[src/rtl/dmux8bit_buffered_if.sv]
// Byte-stream bundle for the buffered demux: one valid/ready input stream, two
// valid/ready output channels and per-channel accept counters.
interface dmux8bit_buffered_if #(
  parameter int WIDTH = 8
);
  logic             inValid;
  logic             inReady;
  logic             select;
  logic [WIDTH-1:0] inData;
  logic             outAValid;
  logic             outAReady;
  logic [WIDTH-1:0] outA;
  logic             outBValid;
  logic             outBReady;
  logic [WIDTH-1:0] outB;
  logic [7:0]       countA;
  logic [7:0]       countB;

  modport master (
    output inValid, select, inData, outAReady, outBReady,
    input  inReady, outAValid, outA, outBValid, outB, countA, countB
  );

  modport slave (
    input  inValid, select, inData, outAReady, outBReady,
    output inReady, outAValid, outA, outBValid, outB, countA, countB
  );
endinterface

[src/rtl/dmux8bit_buffered.sv]
// Buffered 1:2 byte demultiplexer: each accepted word goes to the FIFO of the
// channel picked by select, so one stalled consumer never drops the other's data.
module dmux8bit_buffered #(
  parameter int WIDTH = 8,
  parameter int DEPTH = 2
) (
  input  logic                 clk,
  input  logic                 reset,
  dmux8bit_buffered_if.slave   bus
);
  localparam int PW = (DEPTH > 1) ? $clog2(DEPTH) : 1;
  localparam int CW = $clog2(DEPTH + 1);
  localparam logic [CW-1:0] FULL_OCC = CW'(DEPTH);

  logic [WIDTH-1:0] mem_q    [2][DEPTH];
  logic [WIDTH-1:0] mem_d    [2][DEPTH];
  logic [PW-1:0]    rd_ptr_q [2];
  logic [PW-1:0]    rd_ptr_d [2];
  logic [PW-1:0]    wr_ptr_q [2];
  logic [PW-1:0]    wr_ptr_d [2];
  logic [CW-1:0]    occ_q    [2];
  logic [CW-1:0]    occ_d    [2];
  logic [7:0]       count_q  [2];
  logic [7:0]       count_d  [2];

  logic [1:0] full;
  logic [1:0] empty;
  logic [1:0] push;
  logic [1:0] pop;
  logic [1:0] out_ready;

  assign full[0]   = (occ_q[0] == FULL_OCC);
  assign full[1]   = (occ_q[1] == FULL_OCC);
  assign empty[0]  = (occ_q[0] == '0);
  assign empty[1]  = (occ_q[1] == '0);
  assign out_ready = {bus.outBReady, bus.outAReady};

  // Ready looks only at registered occupancy, so a pop cannot bypass a full FIFO.
  assign bus.inReady = !reset && (bus.select ? !full[1] : !full[0]);
  assign push[0]     = bus.inValid && bus.inReady && !bus.select;
  assign push[1]     = bus.inValid && bus.inReady && bus.select;
  assign pop         = ~empty & out_ready;

  always_comb begin
    mem_d    = mem_q;
    rd_ptr_d = rd_ptr_q;
    wr_ptr_d = wr_ptr_q;
    occ_d    = occ_q;
    count_d  = count_q;
    for (int c = 0; c < 2; c++) begin
      if (push[c]) begin
        mem_d[c][wr_ptr_q[c]] = bus.inData;
        wr_ptr_d[c]           = wr_ptr_q[c] + PW'(1);
        count_d[c]            = count_q[c] + 8'd1;
      end
      if (pop[c]) begin
        rd_ptr_d[c] = rd_ptr_q[c] + PW'(1);
      end
      case ({push[c], pop[c]})
        2'b10:   occ_d[c] = occ_q[c] + CW'(1);
        2'b01:   occ_d[c] = occ_q[c] - CW'(1);
        default: occ_d[c] = occ_q[c];
      endcase
    end
  end

  // Storage is not cleared on reset; empty FIFOs force their outputs to zero.
  always_ff @(posedge clk) begin
    mem_q <= mem_d;
    if (reset) begin
      rd_ptr_q <= '{default: '0};
      wr_ptr_q <= '{default: '0};
      occ_q    <= '{default: '0};
      count_q  <= '{default: '0};
    end else begin
      rd_ptr_q <= rd_ptr_d;
      wr_ptr_q <= wr_ptr_d;
      occ_q    <= occ_d;
      count_q  <= count_d;
    end
  end

  assign bus.outAValid = !empty[0];
  assign bus.outBValid = !empty[1];
  assign bus.outA      = empty[0] ? '0 : mem_q[0][rd_ptr_q[0]];
  assign bus.outB      = empty[1] ? '0 : mem_q[1][rd_ptr_q[1]];
  assign bus.countA    = count_q[0];
  assign bus.countB    = count_q[1];
endmodule

[src/flat_wrapper.sv]
// flat-port wrapper written by rule: the top's interface ports become plain ports
module dmux8bit_buffered_flat 
#(
  parameter int WIDTH = 8,
  parameter int DEPTH = 2
)
  (clk, reset, bus_inValid, bus_select, bus_inData, bus_outAReady, bus_outBReady, bus_inReady, bus_outAValid, bus_outA, bus_outBValid, bus_outB, bus_countA, bus_countB);
  dmux8bit_buffered_if #(.WIDTH(WIDTH)) bus_i ();
  input  logic clk;
  input  logic reset;
  input wire logic [$bits(bus_i.inValid)-1:0] bus_inValid;
  input wire logic [$bits(bus_i.select)-1:0] bus_select;
  input wire logic [$bits(bus_i.inData)-1:0] bus_inData;
  input wire logic [$bits(bus_i.outAReady)-1:0] bus_outAReady;
  input wire logic [$bits(bus_i.outBReady)-1:0] bus_outBReady;
  output wire logic [$bits(bus_i.inReady)-1:0] bus_inReady;
  output wire logic [$bits(bus_i.outAValid)-1:0] bus_outAValid;
  output wire logic [$bits(bus_i.outA)-1:0] bus_outA;
  output wire logic [$bits(bus_i.outBValid)-1:0] bus_outBValid;
  output wire logic [$bits(bus_i.outB)-1:0] bus_outB;
  output wire logic [$bits(bus_i.countA)-1:0] bus_countA;
  output wire logic [$bits(bus_i.countB)-1:0] bus_countB;
  assign bus_i.inValid = bus_inValid;
  assign bus_i.select = bus_select;
  assign bus_i.inData = bus_inData;
  assign bus_i.outAReady = bus_outAReady;
  assign bus_i.outBReady = bus_outBReady;
  assign bus_inReady = bus_i.inReady;
  assign bus_outAValid = bus_i.outAValid;
  assign bus_outA = bus_i.outA;
  assign bus_outBValid = bus_i.outBValid;
  assign bus_outB = bus_i.outB;
  assign bus_countA = bus_i.countA;
  assign bus_countB = bus_i.countB;
  dmux8bit_buffered #(.WIDTH(WIDTH), .DEPTH(DEPTH)) u_core (.clk(clk), .reset(reset), .bus(bus_i));
endmodule
[config.mk]
export PLATFORM = sky130hd
export DESIGN_NAME = dmux8bit_buffered_flat
export DESIGN_NICKNAME = d
export VERILOG_FILES = /design/src/rtl/dmux8bit_buffered_if.sv /design/src/rtl/dmux8bit_buffered.sv /design/src/flat_wrapper.sv
export SDC_FILE = /design/constraint.sdc
export NUM_CORES = 1
export LEC_CHECK = 0
export ABC_AREA = 1
export BUFFER_PORTS_ARGS = -buffer_cell sky130_fd_sc_hd__buf_4
export CORE_AREA = 2 2 71 73
export DETAILED_ROUTE_END_ITERATION = 8
export DIE_AREA = 0 0 73 75
export GPL_TIMING_DRIVEN = 0
export HOLD_SLACK_MARGIN = 0.03
export PLACE_DENSITY_LB_ADDON = 0.25
export SETUP_SLACK_MARGIN = 0.2
export SLEW_MARGIN = 20
export SYNTH_ARGS = -nofsm -noshare
export SYNTH_HDL_FRONTEND = slang
export SYNTH_SLANG_ARGS = --single-unit
export TNS_END_PERCENT = 100
[constraint.sdc]
create_clock -name clk -period 2.2 [get_ports clk]
set_clock_uncertainty 0.1 [all_clocks]
set_input_delay 0.11 -clock clk [delete_from_list [all_inputs] [get_ports clk]]
set_output_delay 0.11 -clock clk [all_outputs]
set_load 0.02 [all_outputs]
; ---- Word-level counts from Yosys, hierarchy flattened
; Index checks and enable logic that the tools add are counted.
[totals]
input_bits = 14
mem_bits_ro = 0
elab_cells = 73
regBits = 56
mem_bits_rw = 0
latch_bits = 0
memories = 0
[op_classes]
n_mul = 0
n_eq_ne = 6
n_reduce_logical = 16
n_bitwise = 6
muxes = 17
div_mod_pow = 0
add_sub_neg = 10
shifts = 0
magnitude_cmp = 6
[op_table]
columns = op, n
row1 = 2-to-1 mux 8 bit, 10
row2 = bitwise mux 16 bit, 2
row3 = adder 8 x 1 -> 8 bit (second input constant), 2
row4 = demux 8 bit (select 1 bit), 2
row5 = == test 2 bit (second input constant), 4
row6 = greater-or-equal comparator 2 bit (second input constant), 4
row7 = NOT 1 -> 2 bit, 4
row8 = case mux 2 bit (2 select lines), 2
row9 = logical AND 1 bit, 6
row10 = logical NOT 1 bit, 6
row11 = adder 1 bit (second input constant), 4
row12 = adder 2 x 1 -> 2 bit (second input constant), 2
row13 = == test 2 x 1 -> 1 bit (second input constant), 2
row14 = logical NOT 2 bit, 2
row15 = < comparator 2 x 1 -> 1 bit (second input constant), 2
row16 = nonzero test 2 bit, 2
row17 = subtractor 2 x 1 -> 2 bit (second input constant), 2
row18 = bitwise AND 2 bit, 1
row19 = NOT 2 bit, 1
row20 = 2-to-1 mux 1 bit, 1

; ---- Logic depth before layout (Yosys ltp)
; Gate-level depths: netlist of run 1.
[depth]
ltp_word = 8
depth_mapped = 11

; ---- Worst setup path after synthesis of run 1
; No wires, ideal clock.
[synth_path]
kind = reg2reg
start = register u_core.occ_q[0] (netlist name)
end = register u_core.mem_q[10] (netlist name), enable pin
setup_ps = 370
n_path_buf = 0
arrival_time_ps = 1292
path_slack_ps = 438
stages_incl_launch_ff = 7
required_time_ps = 1730
cell_sequence = dfxtp_1 > inv_2 > nand3_2 > nand2_2 > nor2_4 > nand3_4 > nor2_1
[synth_between]
elab_chain_len = 6
[synth_rtl]
columns = item, line
row1 = start: declaration, dmux8bit_buffered.sv:21  ; logic [CW-1:0] occ_q [2];
row2 = start signal: assignment, dmux8bit_buffered.sv:73  ; occ_q <= '{default: '0};
row3 = start signal: assignment, dmux8bit_buffered.sv:78  ; occ_q <= occ_d;
row4 = == test 2 bit, dmux8bit_buffered.sv:33  ; assign full[1] = (occ_q[1] == FULL_OCC);
row5 = logical NOT 1 bit, dmux8bit_buffered.sv:39  ; assign bus.inReady = !reset && (bus.select ? !full[1] : !full[0]);
row6 = 2-to-1 mux 1 bit, dmux8bit_buffered.sv:39
row7 = logical AND 1 bit, dmux8bit_buffered.sv:39
row8 = via bus_inReady, flat_wrapper.sv:16  ; output wire logic [$bits(bus_i.inReady)-1:0] bus_inReady;
row9 = logical AND 1 bit (2 in a row), dmux8bit_buffered.sv:41  ; assign push[1] = bus.inValid && bus.inReady && bus.select;
row10 = end signal: assignment, dmux8bit_buffered.sv:69  ; mem_q <= mem_d;
row11 = end: declaration, dmux8bit_buffered.sv:15  ; logic [WIDTH-1:0] mem_q [2][DEPTH];
; The timed path passes the listed nets, and every way through them passes these cells.
; A chain may end at the register's enable or synchronous reset.

; ---- Worst setup path in the final report of run 1
[layout_path]
start = register u_core.occ_q[0] (netlist name)
end = register u_core.occ_q[1] (netlist name)
[layout_between]
elab_chain_len = 8
word_cells_on_any_way = 15
[layout_rtl]
columns = item, line
row1 = == test 2 bit, dmux8bit_buffered.sv:33
row2 = logical NOT 1 bit, dmux8bit_buffered.sv:39
row3 = 2-to-1 mux 1 bit, dmux8bit_buffered.sv:39
row4 = logical AND 1 bit, dmux8bit_buffered.sv:39
row5 = logical AND 1 bit (2 in a row), dmux8bit_buffered.sv:41
row6 = == test 2 x 1 -> 1 bit / == test 2 bit (equally long branches), dmux8bit_buffered.sv:59  ; case ({push[c], pop[c]})
row7 = case mux 2 bit (2 select lines) / nonzero test 2 bit (equally long branches), -
; Parallel ways exist; a longest one is shown, timed or not.

==> out/summary.txt, run 1 <==
Avg Inst Size Synth: 8.979 um2
Max-slew headroom at the worst pin: 65.84%
Mapped Area: 0.002496 mm2
Actual slew at the worst max-slew pin: 0.5124 ns
Maxcap violations: 0
First-pass GRT wire length: 7783 um
Most frequent cell after synthesis: nand2_1
RSZ-0062 raised after global routing: false
CTS root buf: clkbuf_8
Bufs on Longest Clock Path: 2
Clock latency on the worst-skew pair: 0.31 ns
H-tree depth: 2
Leakage: 0.001350 uW
Cell Rows: 25
Ys flop type: edfxtp_1
Pin count of the biggest net entering global routing: 18
Fin crit share: 80.92%
GPL Wtd Cong: 0.7973
Clock share of power: 26.5%
Sequential cell area: 0.001444 mm2
CP endpoint kind: flop
Crit-path cells: inv_2 -> nand3_2 -> nand2_2 -> nor2_4 -> nand3_4 -> ha_1 -> nor4_1 -> nor3_1
Post-route cell area: 0.003128 mm2
Total chip power: 2096 uW
Type of origin of the critical path: flop
Placed instance area: 0.002924 mm2
Async SR Flop Fraction: 0%
Switching portion of total power: 27.90%
Clock transition at path regs: 0.10 ns
VDD IR max: 0.2749 mV
Synth area leaders: edfxtp_1 38%, dfxtp_1 19%, nand2_1 12%
Fin Setup TNS: 0 ns
Vias per std cell: 5.020
Drt drc: 0
Hold/Removal Path Class: in2reg
Total Wirelength: 4891 um
All-layer global routing usage: 18.57%
Die footprint: 0.005475 mm2
Starting Density: 53.56%
Sequential share of power: 55.5%
Total Nets Final: 361
Comb pwr share: 18.0%
Arr. time, crit path: 1.86 ns
Synth area leader: edfxtp_1
Yosys warns: 0
Post-CTS setup buffer count: 0
Initial antenna violation count: 0
Vias in the first global route: 1756
Min Clock Period, post-route: 1.780 ns
# fillers: 389
Status: finished, final reports clean
Crit path kind: reg2reg
Worst Path Buf+Inv: 1
CP peak stage delay: 0.41 ns
Internal power: 1511 uW
Slew Limit Fails: 0
Commonest cells post-synth: 77 x nand2_1, 34 x a21oi_1, 32 x edfxtp_1, 26 x inv_1, 25 x nor2_1
Unique cell type count in the Yosys netlist: 27
Port bufs: 48
IO Count: 49
Post-synth EDFFs: 32
DRT Pass-1 Iters: 4
CTS tree: built
Antenna Diode Count: 0
Mapped Nets: 296
Layout area overhead: 25.31%
Total number of vias: 1998
DIE HEIGHT: 75 um
Initial DRC Count: 72
Mapped Cells: 278
Crit path required time: 2.28 ns
#FFs+latches synth: 56
Clock Sinks: 56
Drt wl/cell: 12.29 um
Hold Vio Cnt, Final: 0
TritonCTS Buffers: 5
Seq/Total Area, Yosys: 57.74%
Slowest cell on crit path: dfxtp_2
Endpoints failing setup: 0
Fmax achieved: 561.7 MHz
Pwr Density: 670.1 mW/mm2
Sw power: 584.8 uW
Cell family with the largest share of critical-path delay: simple AND/OR/NAND/NOR gates
Hpwl dp: 3445 um
Worst Path Max Fanout: 7
ANT nets after route: 0
Core ar.: 0.004661 mm2
Multi-input logic area: 912.1 um2
Aggregate global routing overflow: 0
Synth top area share: 38.50%
Die W: 73 um
Layout cells sized above 1: 22.67%
## power by group through the flow
stage | combinational [uW] | sequential, uW | clock (uW)
6_report | 378 | 1160 | 555
5_1_grt | 416 | 1170 | 605
4_1_cts | 380 | 1160 | 565
3_5_place_dp | 365 | 1180 | 0
3_3_place_gp | 357 | 1180 | 0
2_1_floorplan | 219 | 1180 | 0
## per-stage QoR
| stage | std cells | utilization, % | setup slack (ns) | hold WS [ns] |
|---|---|---|---|---|
| final | 398 | 67.11 | 0.4197 | 0.04468 |
| after global routing | 398 | 67.11 | 0.2395 | 0.04476 |
| after global placement | 380 | 62.74 | 0.2568 | 0.2235 |
| after CTS | 398 | 66.79 | 0.2245 | 0.03141 |
| after detailed placement | 380 | 62.74 | 0.2317 | 0.2264 |
| after floorplan | 278 | - | 0.4377 | 0.1089 |
## state kept, by name, summed over array words and instances (netlist names)
| register | flops |
|---|---|
| u_core.wr_ptr_q | 2 |
| u_core.bus.countA | 8 |
| u_core.rd_ptr_q | 2 |
| u_core.occ_q | 4 |
| u_core.mem_q | 32 |
| u_core.bus.countB | 8 |
## worst paths after layout
path	slack, ns	start	cells past startpoint	endpoint
min	0.04	bus_inValid	3	u_core.bus.countB[2]$_SDFFE_PP0N_
max	0.42	u_core.occ_q[0]$_SDFFE_PP0P_	8	u_core.occ_q[1]$_SDFFE_PP0P_
max reg2reg	0.42	u_core.occ_q[0]$_SDFFE_PP0P_	8	u_core.occ_q[1]$_SDFFE_PP0P_
min reg2reg	0.40	u_core.occ_q[2]$_SDFFE_PP0P_	1	u_core.occ_q[2]$_SDFFE_PP0P_
## timing repair
action | CTS | global route
endpoints found under the setup margin | 0 | 26
hold buffers | 10 | 0
hold endpoints to repair | 34 | 0
resized for setup | 0 | 6
## final cells by class
type                    instances  share of cell area [%]
plain buffers                   7                   1.360
clock buffers                   6                   2.320
clock inverters                 2                  0.5200
inverters                      30                   3.600
multi-input cells             185                   29.16
flip-flops and latches         56                   46.16
well taps                      54                   2.160
repair buffers                 58                   14.72
## worst min-delay path, delay by kind of cell
family | cells | cell delay [ns]
buffers and inverters | 1 | 0.14
AND/OR/NAND/NOR | 1 | 0.10
AO/OA/AOI/OAI | 1 | 0.06
## per-layer routing
layer	track usage [%]	routed length (um)	vias up
met2	33.03	2367	48
met5	0	0	-
met4	6.173	72	0
met3	4.150	202	7
li1	-	-	1052
met1	22.35	2249	891
## cells in the final DEF, fill, tap and decap left out
master	count
edfxtp_1	32
a21oi_1	34
nand2_2	2
nand3_4	1
o21ai_0	7
nor2_4	3
nor4_1	1
inv_2	2
nand3b_1	2
xor2_1	3
dfxtp_2	2
nand3_2	2
ha_1	4
and3_1	1
nand4_1	6
clkinvlp_4	1
buf_4	49
clkbuf_8	5
clkbuf_1	2
buf_6	1
nand3_1	11
nor3_1	3
dfxtp_1	22
nand2_1	77
clkinv_4	1
dlygate4sd3_1	10
inv_1	26
xnor2_1	1
nor2_1	22
nor2_2	5
buf_2	4
clkinv_1	2
## kinds of logic (layout without fill, tap and decap cells)
group | after synthesis | count (layout) | synth area share [%]
buffers and inverters | 37 | 103 | 6.216
xor gates and xnor gates | 4 | 4 | 1.404
and+or+nand+nor | 136 | 136 | 24.41
DFF | 56 | 56 | 57.74
adders and majority gates | 4 | 4 | 2.005
AOI/OAI and AO/OA | 41 | 41 | 8.220
Note: power is estimated with default switching activity, not from simulation.
==> run 2: changes to the inputs <==
--- a/config.mk
+++ b/config.mk
@@ -7,9 +7,9 @@
 export LEC_CHECK = 0
 export ABC_AREA = 1
 export BUFFER_PORTS_ARGS = -buffer_cell sky130_fd_sc_hd__buf_4
-export CORE_AREA = 2 2 71 73
+export CORE_AREA = 2 2 75 77
 export DETAILED_ROUTE_END_ITERATION = 8
-export DIE_AREA = 0 0 73 75
+export DIE_AREA = 0 0 77 79
 export GPL_TIMING_DRIVEN = 0
 export HOLD_SLACK_MARGIN = 0.03
 export PLACE_DENSITY_LB_ADDON = 0.25
==> constraint.sdc (replaced) <==
create_clock -name clk -period 1.6 [get_ports clk]
set_clock_uncertainty 0.1 [all_clocks]
set_input_delay 0.08 -clock clk [delete_from_list [all_inputs] [get_ports clk]]
set_output_delay 0.08 -clock clk [all_outputs]
set_load 0.02 [all_outputs]
==> out/summary.txt, run 2 (synthesis results as in run 1) <==
Status: finished, violations left
Failing checks: setup timing
Vias per std cell: 4.881 (-2.8%)
Clock transition at path regs: 0.10 ns (about the same)
Clock share of power: 24.6% (-1.9 points)
GPL Wtd Cong: 0.7614 (-4.5%)
Most frequent cells in the layout: 65 x nand2_1, 57 x buf_4, 32 x edfxtp_1
Type of origin of the critical path: flop
VDD IR max: 0.4243 mV (+54%)
Most common cell after layout, fill and taps aside: nand2_1
Final core occ: 69.10% (+2.0 points)
CTS root buf: clkbuf_8
Drt wl/cell: 12.70 um (+3.3%)
Arr. time, crit path: 1.69 ns (-0.17 ns)
Switching portion of total power: 29.59% (+1.7 points)
Crit path required time: 1.69 ns (-0.59 ns)
Hold Path End: u_core.rd_ptr_q[1]$_SDFFE_PP0P_
Layout cells sized above 1: 41.92% (+19 points)
All-layer global routing usage: 17.87% (-0.70 points)
Total Wirelength: 5550 um (+13%)
Worst Path Max Fanout: 4 (-3)
Hold Vio Cnt, Final: 0 (unchanged)
Fin crit share: 100.1% (+19 points)
CP endpoint kind: flop
Pwr Density: 859.2 mW/mm2 (+28%)
Drt drc: 0 (unchanged)
IO Count: 49 (unchanged)
DRT Pass-1 Iters: 4 (unchanged)
Cell Rows: 27 (+8.0%)
Crit path kind: reg2reg
Worst r2r dst: u_core.occ_q[1]$_SDFFE_PP0P_
Antenna Diode Count: 0 (unchanged)
Total Nets Final: 382 (+5.8%)
Min Clock Period, post-route: 1.602 ns (-0.1783 ns)
Actual slew at the worst max-slew pin: 0.5167 ns (+0.004307 ns)
Max reg flops: 32 (unchanged)
Clock Sinks: 56 (unchanged)
DIE HEIGHT: 79 um (+5.3%)
Top reg by flops: u_core.mem_q
Sw power: 937.7 uW (+60%)
Initial antenna violation count: 0 (unchanged)
CTS tree: built
Max-slew headroom at the worst pin: 65.55% (-0.29 points)
Sequential share of power: 50.7% (-4.8 points)
ANT nets after route: 0 (unchanged)
Initial DRC Count: 84 (+17%)
Fin Setup TNS: -0.001943 ns (-0.001943 ns)
Fmax achieved: 624.2 MHz (+11%)
Die W: 77 um (+5.5%)
Comb pwr share: 24.7% (+6.7 points)
Core ar.: 0.005338 mm2 (+15%)
Hpwl dp: 3432 um (-0.37%)
Bufs on Longest Clock Path: 2 (unchanged)
Internal power: 2232 uW (+48%)
Aggregate global routing overflow: 0 (unchanged)
Hold/Removal Path Class: in2reg
First-pass GRT wire length: 8549 um (+9.8%)
Port bufs: 48 (unchanged)
Clock latency on the worst-skew pair: 0.31 ns (about the same)
Die footprint: 0.006083 mm2 (+11%)
Hold path cells: 4 (+1)
Vias in the first global route: 1894 (+7.9%)
TritonCTS Buffers: 5 (unchanged)
Endpoints failing setup: 1 (+1)
R2R depth: 8 (unchanged)
H-tree depth: 2 (unchanged)
Hold_sp: reset
Layout area overhead: 47.77%
FF-to-FF setup slack: -0.002 ns (-0.42 ns)
Total number of vias: 2133 (+6.8%)
Final Worst Setup Slack: -0.001943 ns (-0.4217 ns)
RSZ-0062 raised after global routing: true
Slew Limit Fails: 0 (unchanged)
Maxcap violations: 0 (unchanged)
Leakage: 0.001534 uW (+14%)
Starting Density: 46.77% (-6.8 points)
Pin count of the biggest net entering global routing: 19 (+1)
Worst r2r src: u_core.occ_q[0]$_SDFFE_PP0P_
-- run 2: what timing repair did --
item,4_1_cts,5_1_grt
setup endpoints to repair,53,58
endpoints found under the hold margin,35,0
buffers inserted,15,5
resized for setup,36,52
pin swaps,11,17
hold buffers,11,0
-- run 2: layer usage --
layer,vias up,wire length [um],track usage [%]
met5,-,0,0
met4,0,148,8.571
met3,11,226,2.386
met2,53,2793,30.70
met1,978,2383,22.44
li1,1091,-,-
-- run 2: how the worst max path moves through the flow --
stage                                 start  cells after the start  slack (ns)                      endpoint
6_report       u_core.occ_q[0]$_SDFFE_PP0P_                      8      -0.002  u_core.occ_q[1]$_SDFFE_PP0P_
5_1_grt        u_core.occ_q[0]$_SDFFE_PP0P_                      8       -0.07  u_core.occ_q[1]$_SDFFE_PP0P_
4_1_cts        u_core.occ_q[0]$_SDFFE_PP0P_                      8        0.02  u_core.occ_q[1]$_SDFFE_PP0P_
3_5_place_dp   u_core.occ_q[0]$_SDFFE_PP0P_                     10       -0.11  u_core.occ_q[1]$_SDFFE_PP0P_
3_3_place_gp   u_core.occ_q[0]$_SDFFE_PP0P_                     10       -0.10  u_core.occ_q[1]$_SDFFE_PP0P_
2_1_floorplan  u_core.occ_q[0]$_SDFFE_PP0P_                     10       -0.09  u_core.occ_q[1]$_SDFFE_PP0P_
-- run 2: cell type report --
cell class | instances | area, um2
buffer | 7 | 57.56
clock buffer | 5 | 68.82
clock inverter | 3 | 22.52
fill | 428 | 1649
inverter | 30 | 135.1
multi-input combinational | 185 | 1151
sequential | 56 | 1460
tap | 72 | 90.09
timing repair buffer | 79 | 703.2
-- run 2: power by group through the flow --
stage	logic, uW	registers, uW	clock network, uW
3_3_place_gp	513	1630	0
4_1_cts	676	1600	798
3_5_place_dp	521	1640	0
6_report	783	1610	781
2_1_floorplan	319	1640	0
5_1_grt	842	1610	846
-- run 2: through the flow --
step	area (um2)	setup WS (ns)	total power, uW	instances	hold slack (ns)
floorplan	2556	-0.08680	1954	278	0.07887
global placement	3007	-0.1013	2147	398	0.1934
detailed placement	3007	-0.1109	2157	398	0.1962
CTS	3468	0.02216	3075	432	0.04427
global route	3689	-0.06655	3300	437	0.06198
finish	3689	-0.001943	3169	437	0.05431
-- run 2: critical path, stage by stage (launching register included) --
cell	delay, ns
dfxtp_4	0.39
inv_2	0.04
nand3_2	0.07
nand2_2	0.07
nor2_4	0.15
nand3_4	0.11
ha_4	0.23
nor4_2	0.27
nor3_1	0.07
==> run 3: changes to the inputs <==
--- a/config.mk
+++ b/config.mk
@@ -13,7 +13,7 @@
 export GPL_TIMING_DRIVEN = 0
 export HOLD_SLACK_MARGIN = 0.03
 export PLACE_DENSITY_LB_ADDON = 0.25
-export SETUP_SLACK_MARGIN = 0.2
+export SETUP_SLACK_MARGIN = 0.15
 export SLEW_MARGIN = 20
 export SYNTH_ARGS = -nofsm -noshare
 export SYNTH_HDL_FRONTEND = slang
==> out/summary.txt, run 3 (synthesis results as in run 1) <==
Clock transition at path regs: 0.10 ns (about the same)
Most frequent cells in the layout: 71 x nand2_1, 56 x buf_4, 32 x edfxtp_1
Total Nets Final: 382 (unchanged)
Hold Vio Cnt, Final: 0 (unchanged)
Arr. time, crit path: 1.69 ns (about the same)
Max reg flops: 32 (unchanged)
CTS tree: built
Max-slew headroom at the worst pin: 65.19% (-0.36 points)
Post-route cell area: 0.003671 mm2 (-0.47%)
Maxcap violations: 0 (unchanged)
Dpl ws: -0.1383 ns (-0.02746 ns)
Final core occ: 68.78% (-0.33 points)
Clock share of power: 24.3% (-0.3 points)
Drt wl/cell: 13.51 um (+6.4%)
Actual slew at the worst max-slew pin: 0.5221 ns (+0.005410 ns)
Final Worst Setup Slack: -0.01364 ns (-0.01170 ns)
Crit path required time: 1.68 ns (about the same)
Top reg by flops: u_core.mem_q
Endpoints failing setup: 1 (unchanged)
Core ar.: 0.005338 mm2 (unchanged)
Vias per std cell: 4.977 (+2.0%)
Leakage: 0.001486 uW (-3.1%)
Initial antenna violation count: 0 (unchanged)
Type of origin of the critical path: flop
CP endpoint kind: flop
Fin crit share: 100.9% (+0.73 points)
Placed instance area: 0.002999 mm2 (-0.25%)
Comb pwr share: 25.8% (+1.1 points)
Die W: 77 um (unchanged)
First-pass GRT wire length: 9059 um (+6.0%)
# fillers: 456 (+6.5%)
CTS root buf: clkbuf_8
Total number of vias: 2175 (+2.0%)
DIE HEIGHT: 79 um (unchanged)
Hold path cells: 4 (unchanged)
Drt drc: 0 (unchanged)
Aggregate global routing overflow: 0 (unchanged)
Sw power: 957.6 uW (+2.1%)
Hpwl dp: 3537 um (+3.0%)
Sequential share of power: 49.9% (-0.8 points)
H-tree depth: 2 (unchanged)
Worst Path Max Fanout: 4 (unchanged)
Slew Limit Fails: 0 (unchanged)
VDD IR max: 0.5215 mV (+23%)
DRT Pass-1 Iters: 5 (+1)
TritonCTS Buffers: 5 (unchanged)
Total Wirelength: 5904 um (+6.4%)
Min Clock Period, post-route: 1.614 ns (+0.01170 ns)
Layout cells sized above 1: 40.55% (-1.4 points)
Initial DRC Count: 53 (-37%)
IO Count: 49 (unchanged)
ANT nets after route: 0 (unchanged)
Switching portion of total power: 29.90% (+0.31 points)
Failing checks: setup timing
Antenna Diode Count: 0 (unchanged)
Pin count of the biggest net entering global routing: 19 (unchanged)
Crit path kind: reg2reg
Cell Rows: 27 (unchanged)
Vias in the first global route: 1982 (+4.6%)
R2R depth: 8 (unchanged)
Starting Density: 46.77% (unchanged)
Most common cell after layout, fill and taps aside: nand2_1
Port bufs: 48 (unchanged)
All-layer global routing usage: 18.80% (+0.93 points)
Clock Sinks: 56 (unchanged)
Bufs on Longest Clock Path: 2 (unchanged)
Hold/Removal Path Class: in2reg
Fmax achieved: 619.7 MHz (-0.73%)
Clock latency on the worst-skew pair: 0.31 ns (about the same)
Internal power: 2245 uW (+0.62%)
Status: finished, violations left
RSZ-0062 raised after global routing: true
Layout area overhead: 47.07%
Pwr Density: 872.5 mW/mm2 (+1.5%)
Die footprint: 0.006083 mm2 (unchanged)
GPL Wtd Cong: 0.7560 (-0.71%)
run 3: cell count changes in the layout (fill, tap and decap cells not counted), moves of 3 or more:
cell,previous run,this run
a21oi_2,15,9
nand2_1,65,71
nand2_4,7,1
a21oi_4,2,7
inv_1,22,18
buf_6,11,14
run 3: critical path, stage by stage, from the launching register on:
cell and delay, ns:
dfxtp_4 0.39, inv_2 0.04, nand3_2 0.06, nand2_2 0.06, nor2_4 0.14, nand3_4 0.10, ha_4 0.24, nor4_4 0.28
nor3_1 0.08
run 3: power groups by stage:
stage	Sequential [uW]	Clock, uW	Combinational, uW
after detailed placement	1640	0	525
after CTS	1590	787	658
final	1600	777	826
after global routing	1610	857	885
after floorplan	1630	0	318
after global placement	1630	0	513
run 3: timing repair:
action,4_1_cts,5_1_grt
endpoints found under the hold margin,35,0
setup endpoints to repair,52,56
setup buffers,13,6
pin swaps,11,12
hold buffers,11,0
gates cloned,1,0
gates resized for setup,29,61
run 3: final cells by class:
class	instances	area (um2)	area share, %
clock inverters	3	21.27	0.5794
inverters	30	135.1	3.681
multi-input cells	186	1161	31.63
clock buffers	5	68.82	1.875
flip-flops and latches	56	1458	39.71
repair buffers	78	683.2	18.61
well taps	72	90.09	2.454
plain buffers	7	53.80	1.466
run 3: metrics by stage:
step                power, uW  cells  hold WS (ns)    TNS, ns
detailed placement       2160    398        0.1921     -1.533
global placement         2146    398        0.1917    -0.8203
CTS                      3039    431       0.03073  -0.009820
finish                   3203    437       0.04402   -0.01364
global route             3348    437       0.06062    -0.6157
floorplan                1952    278       0.07887   -0.08970
run 3: final timing paths:
kind | to | slack (ns) | startpoint
max reg2reg | u_core.occ_q[1]$_SDFFE_PP0P_ | -0.01 | u_core.occ_q[0]$_SDFFE_PP0P_
min reg2reg | u_core.occ_q[0]$_SDFFE_PP0P_ | 0.38 | u_core.occ_q[0]$_SDFFE_PP0P_
min | u_core.rd_ptr_q[0]$_SDFFE_PP0P_ | 0.04 | bus_outBReady
max | u_core.occ_q[1]$_SDFFE_PP0P_ | -0.01 | u_core.occ_q[0]$_SDFFE_PP0P_
run 3: metal layers:
layer | vias up | global-route usage [%] | routed length [um]
li1 | 1088 | - | -
met4 | 0 | 4.643 | 70
met1 | 1018 | 23.52 | 2514
met2 | 62 | 33.51 | 3091
met3 | 7 | 3.864 | 229
met5 | - | 0 | 0
